[src/rtl/regfile_mp_if.sv]
// regfile_mp_if: access bus for the multi-read-port register file.
// Carries the flush request, one write port and NRD packed read ports.
// Ports: master drives flush/waddr/wreq/wdata/raddr/rreq and sees ready/rdata/rvalid;
//        slave is the register file side of the same signals.
interface regfile_mp_if #(
  parameter int DWIDTH = 16,
  parameter int AWIDTH = 4,
  parameter int NRD    = 2
);
  logic                     flush;
  logic                     ready;
  logic [AWIDTH-1:0]        waddr;
  logic                     wreq;
  logic [DWIDTH-1:0]        wdata;
  logic [NRD*AWIDTH-1:0]    raddr;
  logic [NRD-1:0]           rreq;
  logic [NRD*DWIDTH-1:0]    rdata;
  logic [NRD-1:0]           rvalid;

  modport master (
    output flush, waddr, wreq, wdata, raddr, rreq,
    input  ready, rdata, rvalid
  );

  modport slave (
    input  flush, waddr, wreq, wdata, raddr, rreq,
    output ready, rdata, rvalid
  );
endinterface

[src/rtl/regfile_mp.sv]
// regfile_mp: 2**AWIDTH x DWIDTH register file, one write port, NRD read ports, zero-scrub on clear/flush.
// Latency: reads return registered data one cycle after rreq; writes land at the same edge.
// Backpressure: ready=0 while scrubbing; wreq/rreq presented then are dropped, not queued.
//
// Ports:
//   clk    - single rising-edge clock
//   clear  - synchronous active-high reset; starts a scrub from entry 0
//   bus    - regfile_mp_if.slave: flush, waddr/wreq/wdata, raddr/rreq (packed per port),
//            ready, rdata/rvalid (packed per port, port k at [k*W +: W])
// Parameters must match those of the connected regfile_mp_if instance.
// Build option: define REGFILE_R0_ZERO_EN to hardwire entry 0 to zero.
module regfile_mp #(
  parameter int DWIDTH = 16,
  parameter int AWIDTH = 4,
  parameter int NRD    = 2
) (
  input  logic         clk,
  input  logic         clear,
  regfile_mp_if.slave  bus
);

  localparam int DEPTH = 1 << AWIDTH;

  typedef enum logic {
    SCRUB = 1'b0,
    IDLE  = 1'b1
  } state_t;

  state_t                 state;
  state_t                 state_nxt;
  logic [AWIDTH-1:0]      scrub_cnt;
  logic [AWIDTH-1:0]      scrub_cnt_nxt;

  // Storage has no reset so it can map onto a RAM; the scrub zeroes it.
  logic [DWIDTH-1:0]      mem [DEPTH];

  logic                   mem_we;
  logic [AWIDTH-1:0]      mem_wa;
  logic [DWIDTH-1:0]      mem_wd;

  logic                   access_ok;
  logic                   wr_drop;
  logic [NRD-1:0]         rd_fire;
  logic [NRD*DWIDTH-1:0]  rd_all;

  logic [NRD*DWIDTH-1:0]  rdata_q;
  logic [NRD-1:0]         rvalid_q;

  assign bus.ready  = (state == IDLE);
  assign bus.rdata  = rdata_q;
  assign bus.rvalid = rvalid_q;

`ifdef REGFILE_R0_ZERO_EN
  assign wr_drop = (bus.waddr == '0);
`else
  assign wr_drop = 1'b0;
`endif

  // Next state, scrub counter and the single array write port.
  // clear outranks flush, which outranks normal access.
  always_comb begin
    state_nxt     = state;
    scrub_cnt_nxt = scrub_cnt;
    mem_we        = 1'b0;
    mem_wa        = bus.waddr;
    mem_wd        = bus.wdata;
    access_ok     = 1'b0;

    case (state)
      SCRUB: begin
        // flush is deliberately ignored here: a scrub in progress is never extended.
        mem_we        = 1'b1;
        mem_wa        = scrub_cnt;
        mem_wd        = '0;
        scrub_cnt_nxt = scrub_cnt + 1'b1;
        if (&scrub_cnt) begin
          state_nxt = IDLE;
        end
      end
      IDLE: begin
        if (bus.flush) begin
          // Any write/read offered with the flush is dropped.
          state_nxt     = SCRUB;
          scrub_cnt_nxt = '0;
        end else begin
          access_ok = 1'b1;
          mem_we    = bus.wreq && !wr_drop;
        end
      end
      default: begin
        state_nxt     = SCRUB;
        scrub_cnt_nxt = '0;
      end
    endcase

    // The array is left untouched on the clear edge itself.
    if (clear) begin
      mem_we    = 1'b0;
      access_ok = 1'b0;
    end
  end

  // Per-port read mux with same-cycle write bypass.
  for (genvar k = 0; k < NRD; k++) begin : g_rd
    logic [AWIDTH-1:0] ra;
    logic [DWIDTH-1:0] rd_val;

    assign ra = bus.raddr[k*AWIDTH +: AWIDTH];

    always_comb begin
      rd_val = mem[ra];
      if (bus.wreq && (bus.waddr == ra)) begin
        rd_val = bus.wdata;
      end
`ifdef REGFILE_R0_ZERO_EN
      // Entry 0 reads as zero even when it is the bypass target.
      if (ra == '0) begin
        rd_val = '0;
      end
`endif
    end

    assign rd_all[k*DWIDTH +: DWIDTH] = rd_val;
    assign rd_fire[k]                 = access_ok && bus.rreq[k];
  end

  always_ff @(posedge clk) begin
    if (clear) begin
      state     <= SCRUB;
      scrub_cnt <= '0;
      rdata_q   <= '0;
      rvalid_q  <= '0;
    end else begin
      state     <= state_nxt;
      scrub_cnt <= scrub_cnt_nxt;
      rvalid_q  <= rd_fire;
      for (int k = 0; k < NRD; k++) begin
        if (rd_fire[k]) begin
          rdata_q[k*DWIDTH +: DWIDTH] <= rd_all[k*DWIDTH +: DWIDTH];
        end
      end
    end
  end

  always_ff @(posedge clk) begin
    if (mem_we) begin
      mem[mem_wa] <= mem_wd;
    end
  end

  // A clear always lands in a fresh scrub with no read response.
  a_clear_restarts : assert property (@(posedge clk)
    clear |=> (state == SCRUB) && (scrub_cnt == '0) && (rvalid_q == '0));

  // No read response ever follows a scrub cycle.
  a_no_rvalid_after_scrub : assert property (@(posedge clk)
    (!clear && state == SCRUB) |=> (rvalid_q == '0));

endmodule

[src/flat_wrapper.sv]
// flat-port wrapper written by rule: the top's interface ports become plain ports
module regfile_mp_flat 
#(
  parameter int DWIDTH = 16,
  parameter int AWIDTH = 4,
  parameter int NRD    = 2
)
  (clk, clear, bus_flush, bus_waddr, bus_wreq, bus_wdata, bus_raddr, bus_rreq, bus_ready, bus_rdata, bus_rvalid);
  regfile_mp_if #(.DWIDTH(DWIDTH), .AWIDTH(AWIDTH), .NRD(NRD)) bus_i ();
  input  logic clk;
  input  logic clear;
  input wire logic [$bits(bus_i.flush)-1:0] bus_flush;
  input wire logic [$bits(bus_i.waddr)-1:0] bus_waddr;
  input wire logic [$bits(bus_i.wreq)-1:0] bus_wreq;
  input wire logic [$bits(bus_i.wdata)-1:0] bus_wdata;
  input wire logic [$bits(bus_i.raddr)-1:0] bus_raddr;
  input wire logic [$bits(bus_i.rreq)-1:0] bus_rreq;
  output wire logic [$bits(bus_i.ready)-1:0] bus_ready;
  output wire logic [$bits(bus_i.rdata)-1:0] bus_rdata;
  output wire logic [$bits(bus_i.rvalid)-1:0] bus_rvalid;
  assign bus_i.flush = bus_flush;
  assign bus_i.waddr = bus_waddr;
  assign bus_i.wreq = bus_wreq;
  assign bus_i.wdata = bus_wdata;
  assign bus_i.raddr = bus_raddr;
  assign bus_i.rreq = bus_rreq;
  assign bus_ready = bus_i.ready;
  assign bus_rdata = bus_i.rdata;
  assign bus_rvalid = bus_i.rvalid;
  regfile_mp #(.DWIDTH(DWIDTH), .AWIDTH(AWIDTH), .NRD(NRD)) u_core (.clk(clk), .clear(clear), .bus(bus_i));
endmodule
[config.mk]
export PLATFORM = sky130hd
export DESIGN_NAME = regfile_mp_flat
export DESIGN_NICKNAME = d
export VERILOG_FILES = /design/src/rtl/regfile_mp_if.sv /design/src/rtl/regfile_mp.sv /design/src/flat_wrapper.sv
export SDC_FILE = /design/constraint.sdc
export NUM_CORES = 1
export LEC_CHECK = 0
export ABC_AREA = 1
export CAP_MARGIN = 40
export CELL_PAD_IN_SITES_DETAIL_PLACEMENT = 2
export CELL_PAD_IN_SITES_GLOBAL_PLACEMENT = 2
export CORE_UTILIZATION = 35
export CTS_BUF_LIST = sky130_fd_sc_hd__clkbuf_8
export DETAILED_ROUTE_END_ITERATION = 12
export HOLD_SLACK_MARGIN = 0.1
export PLACE_DENSITY_LB_ADDON = 0.1
export SLEW_MARGIN = 5
export SYNTH_ARGS = -nofsm -noshare
export SYNTH_HDL_FRONTEND = slang
export SYNTH_SLANG_ARGS = --single-unit
[constraint.sdc]
create_clock -name clk -period 2 [get_ports clk]
set_input_delay 0.3 -clock clk [delete_from_list [all_inputs] [get_ports clk]]
set_output_delay 0.3 -clock clk [all_outputs]
set_load 0.05 [all_outputs]
[Yosys cells after proc, flatten, opt, wreduce, memory -nomap -nowiden]
Memories as Yosys holds them, arrays and structs flattened. A register that Yosys moved wholly into a read port is not among the register bits.
Cells that the tools add are included.
Cells by class
  $add $sub $neg: 1
  equality and inequality tests: 1
  mux-type cells: 14
  bitwise gates (word level): 1
  reduce and logical (&&, ||, !) cells: 3
Operator list (count)
  $mux W16: 1
  $mux W1: 8
  $mux W4: 2
  $pmux W4 S2: 1
  $add A4 B1 Y4 const B: 1
  $pmux W1 S2: 2
  $reduce_and A4 Y1: 1
  $logic_and A1 B1 Y1: 2
  $ne A2 B2 Y1 const B: 1
  $not A1 Y1: 1
Word-level totals
  flip-flop bits (word level): 7
  bits in writable memories: 256
  input bits: 34
  output and inout port bits: 35
  memories kept: 1
Memory list
  u_core.mem: depth 16, bits a word 16, read ports 2, clocked after memory_dff 2, wr ports 1, line regfile_mp.sv:35  | logic [DWIDTH-1:0] mem [DEPTH];

[Depth between registers and ports, before layout]
  word-level depth: 5
  gate-level depth with buffers: 12
  depth with buffers taken out: 11

[Worst setup path after synthesis]
OpenSTA, ideal clock, no wires.
  path type: register to register
  from: reg u_core.state (netlist: u_core.bus.ready)
  to: mem u_core.mem[4][0] (enable)
  arrival time: 2.040 ns
  required time: 1.612 ns
  setup slack: -0.428 ns
  cell stages (with the launch flop): 5
  period minus slack after synthesis: 2.428 ns
  cell sequence: dfxtp_1 -> nand2_1 -> nand2_4 -> nand4_1 -> nor2_1
Between the ends
  word-level cells in the longest chain between the ends: 5
  elaborated cells on any way between the ends: 6
Ends and longest elaborated chain
  start, declared: line regfile_mp.sv:29  | state_t state;
  start signal, assigned: line regfile_mp.sv:134  | state <= state_nxt;
  $not A1 Y1
  $pmux W1 S2: line regfile_mp.sv:69  | case (state)
  $mux W1: line regfile_mp.sv:97  | if (clear) begin
  $mux W1: line regfile_mp.sv:146  | if (mem_we) begin
  $mux W1 (not written as such): line regfile_mp.sv:147  | mem[mem_wa] <= mem_wd;
  end, declared: line regfile_mp.sv:35
Parallel ways exist; a longest one is shown, timed or not.

[Worst setup path after layout]
  from: reg u_core.state (netlist: u_core.bus.ready)
  to: reg u_core.rdata_q[25] (netlist: u_core.bus.rdata[25]), read port of u_core.mem
Between the ends
  word-level cells in the longest chain between the ends: 3
Ends and longest elaborated chain
  $mux W1: line regfile_mp.sv:69
  $mux W1: line regfile_mp.sv:97
  $logic_and A1 B1 Y1: line regfile_mp.sv:124  | assign rd_fire[k] = access_ok && bus.rreq[k];
  end, declared: line regfile_mp.sv:46  | logic [NRD*DWIDTH-1:0] rdata_q;
No other way between the ends.
A chain may end at the register's enable or synchronous reset.

==> flow_summary.ini <==
[status]
status = finished, final reports clean

[min_path]
min_to = u_core.bus.rvalid[0]
hold_depth = 4
holdCritStartpoint = bus_rreq[0]
hold_path.class = in -> reg

[global_route]
grt_pass1_vias = 15500
groute.usage.overall_pct = 30.7
grt_pass1_wl_um = 101000
overflow = 0
grt_max_degree = 71
grt_antenna_before_repair = 0

[yosys]
synthArstFlopShare_pct = 0
ys_seq_elements = 295
synth-compound-area-share_pct = 8.47
synthFlopType = edfxtp_1
yosysMostFrequentCell = nand2_1
synth_fa_ha_area_share_pct = 0.0804
ys_seq_area_share_pct = 54.4
synth_edf_count = 256
synthMuxAreaShare_pct = 0
synth_simple_gate_area_share_pct = 27.4
syn_area_per_cell_um2 = 8.52
syn_area_mm2 = 0.0156
synth_area_leaders = edfxtp_1 49%, nand2_1 12%, nand3_1 12%
synth_top_family_by_area = simple AND/OR/NAND/NOR gates
ys_types = 28
synth_warnings = 0
synth.largest_area_cell = edfxtp_1
syn-num-nets = 1861
yosys.area.top_type_share_pct = 49.4
synth_xor_area_share_pct = 0
synthTopCellsByCount = 494 x nand2_1, 359 x nand3_1, 256 x edfxtp_1, 253 x inv_1, 96 x o211ai_1
syn_inst = 1826

[critical_path]
path_cells = nand2_2 > nand2_4 > nand2_1 > nand2_1 > nor2_4 > buf_12 > nand2_8 > nand3_2 > nand2_1 > a21oi_1
reg2reg_to = u_core.bus.rdata[25]
critical_path.top_delay_family = simple AND/OR/NAND/NOR gates
reg2regPathDepth = 10
slowest_delay_ps = 440
path_class = reg -> reg
r2r_setup_slack_ps = 50
crit_path_frequent_cell = nand2_1
rr_startpoint = u_core.bus.ready
cp_max_fo = 17
slowest_stage = dfxtp_4
cp-end-kind = register
start_kind = register
worst-path-buf-inv = 1
worstPathArrival_ps = 2460
worstPathRequired_ps = 2510

[power_and_ir_drop]
pwr_density_cell_mw_per_mm2 = 747
cellLeakagePower_nw = 8.21
ir_worst_vdd_mv = 0.527
total_power_mw = 14.1

[route]
route.vias.total = 14200
route.detailed.drc = 0
wl_per_cell_um = 26.4
drt_pre_antenna_iters = 5
drt-total-wl_um = 68000
via_per_inst = 5.52
ant_nets = 0
drt_iter0_drc = 1090

[timing]
finalHoldViolCount = 0
fin_crit_sh_pct = 97.6
worst_slew_pin_slew_ps = 760
max_freq_ghz = 0.512
finalMaxSlewViolations = 0
finalSetupViolCount = 0
finalClockSkew_ps = 22.9
relSlewSlack_pct = 49.3
rsz0062_at_grt = yes
fin_crit_ps = 1950

[clocking]
path_clk_slew_ps = 60
cts.path.max_buffers = 3
htreeDepth = 2
cts_root_buffer = clkbuf_8
cts_tree = yes
clock_latency_ps = 660
numClockSinks = 295
cts_made_buffers = 55

[die]
die_area_mm2 = 0.0453
placeableCoreArea_mm2 = 0.0435
start_util_pct = 35.8
rows = 76
die_h_um = 213
die_w_um = 213
io_pins = 69

[place]
dp_hpwl_um = 44700
dp_cells = 2471
port_buffers = 68
placed_area_mm2 = 0.0178
place_congestion = 0.848

[final_layout]
nets = 1982
final_area_mm2 = 0.0189
num_antenna_cells = 0
instances_no_fill = 2572
final_util_pct = 43.5
area_delta_synth_final_pct = 21.6
final_layout_size_suffix_gt1_share_pct = 14.1
nFillCells = 4880

[flow_run]
max-cap-violations = 0
[flip-flops by register name, summed over array words and instances (netlist names)]
register / count
u_core.bus.rvalid: 2
u_core.mem: 256
u_core.scrub_cnt: 4
u_core.bus.ready: 1
u_core.bus.rdata: 32
[power by group]
group	switching [mW]	internal, mW
combinational	1.18	0.564
clock	2.76	2.92
sequential	0.0339	6.67
[what timing repair did]
action | in CTS | in global routing
setup buffers | 3 | 0
pin swaps | 1 | 1
setup endpoints to repair | 121 | 69
endpoints found under the hold margin | 5 | 0
resized for setup | 39 | 8
hold buffers | 1 | 0
[final cells by class]
class | instances | area, um2 | share of cell area (%)
clock buffer | 61 | 840 | 4.44
clock inverter | 36 | 186 | 0.986
inverter | 259 | 980 | 5.18
multi-input combinational | 1152 | 5700 | 30.1
sequential | 295 | 8470 | 44.8
tap | 585 | 732 | 3.87
timing repair buffer | 184 | 2010 | 10.6
[tightest hold or removal path, stage by stage]
cell and delay, ps:
clkdlybuf4s50_1 410, nand2_2 80, inv_2 40, buf_12 140
[per-stage QoR]
stage | setup TNS (ps) | worst slack, ps | hold WS, ps
global route | -26.1 | -22.5 | 378
CTS | -13.2 | -6.01 | 340
global placement | -31280 | -525 | 458
finish | 0 | 47.7 | 385
floorplan | 0 | 18.9 | 475
detailed placement | -34290 | -549 | 466
[logic make-up after synthesis]
kind of cell,count (synthesis)
DFF,295
adders and majority gates,1
AOI/OAI and AO/OA,199
and+or+nand+nor,952
buffers and inverters,379
[worst max-delay path by stage]
stage / startpoint / to / slack (ps) / depth (start not counted)
detailed placement: bus_waddr[2] / u_core.bus.rdata[25] / -550 / 11
global placement: bus_waddr[2] / u_core.bus.rdata[25] / -530 / 11
floorplan: u_core.bus.ready / u_core.mem[4][0] / 20 / 5
CTS: u_core.bus.ready / u_core.mem[0][8] / -6 / 7
finish: u_core.bus.ready / u_core.bus.rdata[25] / 50 / 10
global route: u_core.bus.ready / u_core.bus.rdata[28] / -20 / 12
[per-layer routing]
| metal | up-vias | share of wire (%) | global-route usage, % |
|---|---|---|---|
| li1 | 6350 | - | - |
| met1 | 7276 | 43 | 39.5 |
| met2 | 437 | 49 | 52.1 |
| met3 | 126 | 5.7 | 4.97 |
| met4 | 0 | 3.1 | 11.1 |
| met5 | - | 0 | 0 |
[layout by cell type (no fill, tap or decap), types with 41 or more instances in the layout]
cell type / synthesis / routed
nand2_1: 494 / 492
nand3_1: 359 / 357
inv_1: 253 / 270
edfxtp_1: 256 / 256
o211ai_1: 96 / 96
buf_4: 4 / 76
clkbuf_8: 0 / 61
a21oi_1: 46 / 46
nor2_1: 57 / 41
buf_12: 0 / 41
Power figures use the tool's default switching activity.
